$ cat config.mk
export PLATFORM = sky130hd
export DESIGN_NAME = io_supply_sequencer
export DESIGN_NICKNAME = d
export VERILOG_FILES = /design/src/rtl/io_supply_pkg.sv /design/src/rtl/io_sync2.sv /design/src/rtl/io_supply_sequencer.sv
export SDC_FILE = /design/constraint.sdc
export NUM_CORES = 1
export LEC_CHECK = 0
export BUFFER_PORTS_ARGS = -buffer_cell sky130_fd_sc_hd__buf_4
export CAP_MARGIN = 20
export CORE_UTILIZATION = 62
export CTS_BUF_LIST = sky130_fd_sc_hd__clkbuf_8
export DETAILED_ROUTE_END_ITERATION = 8
export MAX_ROUTING_LAYER = met4
export PLACE_DENSITY = 0.82
export SLEW_MARGIN = 25
export SYNTH_ARGS = -nofsm -noshare
export SYNTH_HDL_FRONTEND = slang
export SYNTH_SLANG_ARGS = --single-unit
$ cat constraint.sdc
create_clock -name clk -period 2.9 [get_ports clk]
set_clock_uncertainty 0.1 [all_clocks]
set_input_delay 0.58 -clock clk [delete_from_list [all_inputs] [get_ports clk]]
set_output_delay 0.58 -clock clk [all_outputs]
set_load 0.03 [all_outputs]
$ cat src/rtl/io_supply_pkg.sv
// Shared types and widths for the pad supply sequencer.
package io_supply_pkg;
    localparam int TMO_W = 16;
    localparam int DOM_W = 3;

    typedef enum logic [2:0] {
        S_OFF,
        S_UP_WAIT,
        S_UP_SETTLE,
        S_ON,
        S_DN_SETTLE,
        S_FAULT
    } state_e;
endpackage

$ cat src/rtl/io_sync2.sv
// Two-flop synchroniser, width-parameterised; 2-cycle latency, no flow control.
module io_sync2 #(
    parameter int W = 1
) (
    input  logic         clk,
    input  logic         resetn,
    input  logic [W-1:0] d_i,
    output logic [W-1:0] q_o
);
    logic [W-1:0] meta_q;
    logic [W-1:0] sync_q;

    always_ff @(posedge clk or negedge resetn) begin
        if (!resetn) begin
            meta_q <= '0;
            sync_q <= '0;
        end else begin
            meta_q <= d_i;
            sync_q <= meta_q;
        end
    end

    assign q_o = sync_q;
endmodule

$ cat src/rtl/io_supply_sequencer.sv
// Thermometer power-up/down sequencer for pad supply domains; optional ON-state pgood monitor via SUPPLY_SEQ_MON_EN.
// Outputs registered, decisions on pgood 2 cycles late through the synchroniser; no handshake, start/stop are levels.
module io_supply_sequencer
    import io_supply_pkg::*;
#(
    parameter int N_DOM      = 4,
    parameter int SETTLE_W   = 8,
    parameter int SETTLE_CYC = 200,
    parameter int TMO_CYC    = 1000
) (
    input  logic             clk,
    input  logic             resetn,
    input  logic             start,
    input  logic             stop,
    input  logic [N_DOM-1:0] pgood,
    output logic [N_DOM-1:0] en,
    output logic             ready,
    output logic             busy,
    output logic             fault,
    output logic [DOM_W-1:0] fault_dom
);
    localparam logic [SETTLE_W-1:0] SETTLE_LAST = SETTLE_W'(SETTLE_CYC - 1);
    localparam logic [TMO_W-1:0]    TMO_LAST    = TMO_W'(TMO_CYC - 1);
    localparam logic [DOM_W-1:0]    IDX_TOP     = DOM_W'(N_DOM - 1);

    state_e              state_q, state_d;
    logic [N_DOM-1:0]    en_q, en_d, pg_s;
    logic [DOM_W-1:0]    idx_q, idx_d, fdom_q, fdom_d;
    logic [SETTLE_W-1:0] settle_q, settle_d;
    logic [TMO_W-1:0]    tmo_q, tmo_d;
    logic                armed_q, armed_d;
    logic                pg_cur, settle_done;
`ifdef SUPPLY_SEQ_MON_EN
    logic [N_DOM-1:0]    mon_q, mon_d, pg_bad;
`endif

    io_sync2 #(.W(N_DOM)) u_pg_sync (
        .clk    (clk),
        .resetn (resetn),
        .d_i    (pgood),
        .q_o    (pg_s)
    );

    assign pg_cur      = |(pg_s & (N_DOM'(1) << idx_q));
    assign settle_done = (settle_q >= SETTLE_LAST);

`ifdef SUPPLY_SEQ_MON_EN
    // A domain is bad once its pgood has been low on two consecutive ON cycles.
    assign mon_d  = (state_q == S_ON) ? ~pg_s : '0;
    assign pg_bad = mon_q & ~pg_s;
`endif

    always_comb begin
        state_d  = state_q;
        en_d     = en_q;
        idx_d    = idx_q;
        fdom_d   = fdom_q;
        settle_d = '0;
        tmo_d    = '0;
        armed_d  = 1'b0;
        unique case (state_q)
            S_OFF: begin
                if (start && !stop) begin
                    state_d = S_UP_WAIT;
                    idx_d   = '0;
                    en_d    = N_DOM'(1);
                end
            end
            S_UP_WAIT: begin
                if (stop) begin
                    state_d = S_DN_SETTLE;
                    en_d    = en_q >> 1;
                end else if (pg_cur) begin
                    state_d = S_UP_SETTLE;
                end else if (tmo_q >= TMO_LAST) begin
                    state_d = S_FAULT;
                    en_d    = '0;
                    fdom_d  = idx_q;
                end else begin
                    tmo_d = (tmo_q == '1) ? tmo_q : tmo_q + 1'b1;
                end
            end
            S_UP_SETTLE: begin
                if (stop) begin
                    state_d = S_DN_SETTLE;
                    en_d    = en_q >> 1;
                end else if (settle_done) begin
                    if (idx_q == IDX_TOP) begin
                        state_d = S_ON;
                    end else begin
                        state_d = S_UP_WAIT;
                        idx_d   = idx_q + 1'b1;
                        en_d    = (en_q << 1) | N_DOM'(1);
                    end
                end else begin
                    settle_d = (settle_q == '1) ? settle_q : settle_q + 1'b1;
                end
            end
            S_ON: begin
`ifdef SUPPLY_SEQ_MON_EN
                if (|pg_bad) begin
                    state_d = S_FAULT;
                    en_d    = '0;
                    for (int k = N_DOM - 1; k >= 0; k--) begin
                        if (pg_bad[k]) fdom_d = DOM_W'(k);
                    end
                end else
`endif
                if (stop) begin
                    state_d = S_DN_SETTLE;
                    idx_d   = IDX_TOP;
                    en_d    = en_q >> 1;
                end
            end
            S_DN_SETTLE: begin
                if (settle_done) begin
                    if (idx_q == '0) begin
                        state_d = S_OFF;
                    end else begin
                        idx_d = idx_q - 1'b1;
                        en_d  = en_q >> 1;
                    end
                end else begin
                    settle_d = (settle_q == '1) ? settle_q : settle_q + 1'b1;
                end
            end
            S_FAULT: begin
                // Leaving needs start seen low first, then high again.
                en_d    = '0;
                armed_d = armed_q | !start;
                if (armed_q && start) begin
                    state_d = S_OFF;
                    fdom_d  = '0;
                    armed_d = 1'b0;
                end
            end
            default: begin
                state_d = S_OFF;
                en_d    = '0;
            end
        endcase
    end

    always_ff @(posedge clk or negedge resetn) begin
        if (!resetn) begin
            state_q  <= S_OFF;
            en_q     <= '0;
            idx_q    <= '0;
            fdom_q   <= '0;
            settle_q <= '0;
            tmo_q    <= '0;
            armed_q  <= 1'b0;
`ifdef SUPPLY_SEQ_MON_EN
            mon_q    <= '0;
`endif
        end else begin
            state_q  <= state_d;
            en_q     <= en_d;
            idx_q    <= idx_d;
            fdom_q   <= fdom_d;
            settle_q <= settle_d;
            tmo_q    <= tmo_d;
            armed_q  <= armed_d;
`ifdef SUPPLY_SEQ_MON_EN
            mon_q    <= mon_d;
`endif
        end
    end

    assign en        = en_q;
    assign ready     = (state_q == S_ON);
    assign busy      = (state_q == S_UP_WAIT) || (state_q == S_UP_SETTLE) || (state_q == S_DN_SETTLE);
    assign fault     = (state_q == S_FAULT);
    assign fault_dom = fdom_q;
endmodule
==> out/qor.csv <==
metric;value;unit
netlist-cell-type-count;60;
grt.overflow.total;0;
layout_common_cells;dfrtp_1 (46), nor2_1 (32), nand2_1 (20), buf_4 (20), a21oi_1 (12);
fin_crit;2.37;ns
crit_type;flop to flop;
avgViaCountPerCell;5.81;
hold_buffers;0;
yosys_warnings;0;
worstSetupEndpointType;flop;
clk_latency;0.29;ns
crit_chain;nor3b_1 > o221ai_2 > o21ai_1 > nor3_2 > mux2_2;
cp_max_fo;19;
power_leakage;1.15;nW
synth_seq_cells;46;
cpLargestDelayFamily;flip-flops;
place_hpwl;3220;um
r2r_slack;0.53;ns
cts.sinks;46;
critPathLaunchType;flop;
setup_viol;0;
maxCapViolations;0;
synth_edf_count;0;
rsz0062_at_grt;false;
postSynthAreaPerCell;10.1;sq um
core-area;0.00366;sq mm
layout-drive-gt1-share;0.158;
first_pass_iters;4;
peakVddDrop;0.481;mV
post-route-period-util;0.818;
diodes;0;
drc;0;
routedWlPerCell;14.5;um
n_fill_cell;268;
slowest_stage;dfrtp_1;
num_vias;1784;
cts_tree;built;
fp.dieArea;0.00405;sq mm
layout_commonest_cell;dfrtp_1;
worstMarginPinSlew;0.581;ns
syn_inst;233;
worst_hold_path_type;input port to async pin;
root_buffer;clkbuf_8;
routed_wl;4440;um
area_growth;11.6;%
die_y;63.6;um
grt_max_degree;47;
relSlewSlack;0.610;
status;completed;
grt_pass1_wl;7910;um
drtIter0Drc;132;
clock.fmax;422;MHz
pin_count;18;
start_util;0.643;
fin_nets;269;
htree_levels;2;
final_core_util;0.718;
ys_seq_area_frac;0.489;
gp_congestion;0.871;
syn_area;0.00235;sq mm
ys.flop_type;dfrtp_1;
setup_tns;0;ns
hold_viol;0;
cts_buffers;5;
critical_path_buf_inv_count;0;
power_density;812;mW/mm^2
finalPower;2.13;mW
io_buffer_count;17;
finalMaxSlewViolations;0;
post_cts_resized;0;
cts.reportedPaths.clkPinSlew;0.08;ns
track_usage;0.260;
cts_setup_buffers;0;
row_count;22;
async_reset_ff_frac;1.00;
max_stage_delay;0.69;ns
antenna_found_initial;0;
clock_path_buffers;2;
drtAntennaViolNets;0;
critPathRequiredTime;2.98;ns
die_w;63.6;um
arrival;2.45;ns
grt_pass1_vias;1777;
[logic make-up (layout without fill, tap and decap cells)]
| family | Yosys count | in the layout | share of synthesized area |
|---|---|---|---|
| AND/OR/NAND/NOR | 100 | 100 | 0.218 |
| flip-flops | 46 | 46 | 0.489 |
| AO/OA/AOI/OAI | 44 | 44 | 0.137 |
| buffers and inverters | 15 | 36 | 0.0329 |
| multiplexers | 13 | 13 | 0.0616 |
| XOR/XNOR | 10 | 10 | 0.0372 |
| adder cells (fa/ha/maj) | 4 | 4 | 0.0234 |
| other | 1 | 6 | 0.00159 |
[power breakdown]
part	leakage [nW]	switching, mW	internal (mW)
Sequential	0.598	0.122	0.723
Combinational	0.499	0.495	0.402
Clock	0.0524	0.203	0.189
[per-layer routing]
metal  GRT usage  part of all wire  routed length, um
met1       0.346              0.45               2020
met2       0.406              0.49               2180
met3      0.0435             0.040                178
met4      0.0881             0.014                 60
met5           -                 0                  0
[registers in the layout, indices dropped and copies added, names as in the netlist]
signal,flops
armed_q,1
en,4
fault_dom,3
idx_q,3
settle_q,8
state_q,3
tmo_q,16
u_pg_sync.meta_q,4
u_pg_sync.q_o,4
[worst reg2reg max path, delay by kind of cell (launching register included)]
kind,cells,cell delay (ns)
AO/OA/AOI/OAI,2,0.60
flip-flops,1,0.69
multiplexers,1,0.38
AND/OR/NAND/NOR,2,0.50
[stage by stage]
step / hold slack (ns) / setup WS, ns / cells / instance area (sq um)
2_1_floorplan: 0.184 / 0.716 / 238 / 2370
3_3_place_gp: 0.232 / 0.563 / 299 / 2540
3_5_place_dp: 0.236 / 0.539 / 299 / 2540
4_1_cts: 0.195 / 0.528 / 307 / 2630
5_1_grt: 0.228 / 0.274 / 307 / 2630
6_report: 0.176 / 0.529 / 307 / 2630
[path summary, 6_finish.rpt]
path | startpoint | to | depth (start not counted)
min in group clk | u_pg_sync.meta_q[1] | u_pg_sync.q_o[1] | 0
setup reg to reg | state_q[2] | en[1] | 5
hold reg to reg | u_pg_sync.meta_q[1] | u_pg_sync.q_o[1] | 0
hold / removal | resetn | en[2] | 1
max in group asynchronous | resetn | idx_q[2] | 1
setup / recovery | state_q[2] | en[1] | 5
[synthesized netlist by cell type (all sizes together), types with 5 or more instances]
cell	number	share of area
dfrtp	46	0.49
nor2	33	0.054
nand2	20	0.032
a21oi	12	0.026
nor3	9	0.021
xnor2	9	0.033
inv	7	0.011
mux2i	7	0.030
o21ai	7	0.015
and3	6	0.016
mux2	6	0.032
a211oi	5	0.016
buf	5	0.017
[layout make-up]
class                      count  area, sq um  area share
sequential                    46         1150       0.438
multi-input combinational    177         1140       0.436
timing repair buffer          20          150      0.0571
clock buffer                   6         82.6      0.0314
tap                           48         60.1      0.0229
inverter                       8         30.0      0.0114
clock inverter                 2         8.76     0.00333
Note: power is estimated with default switching activity, not from simulation.
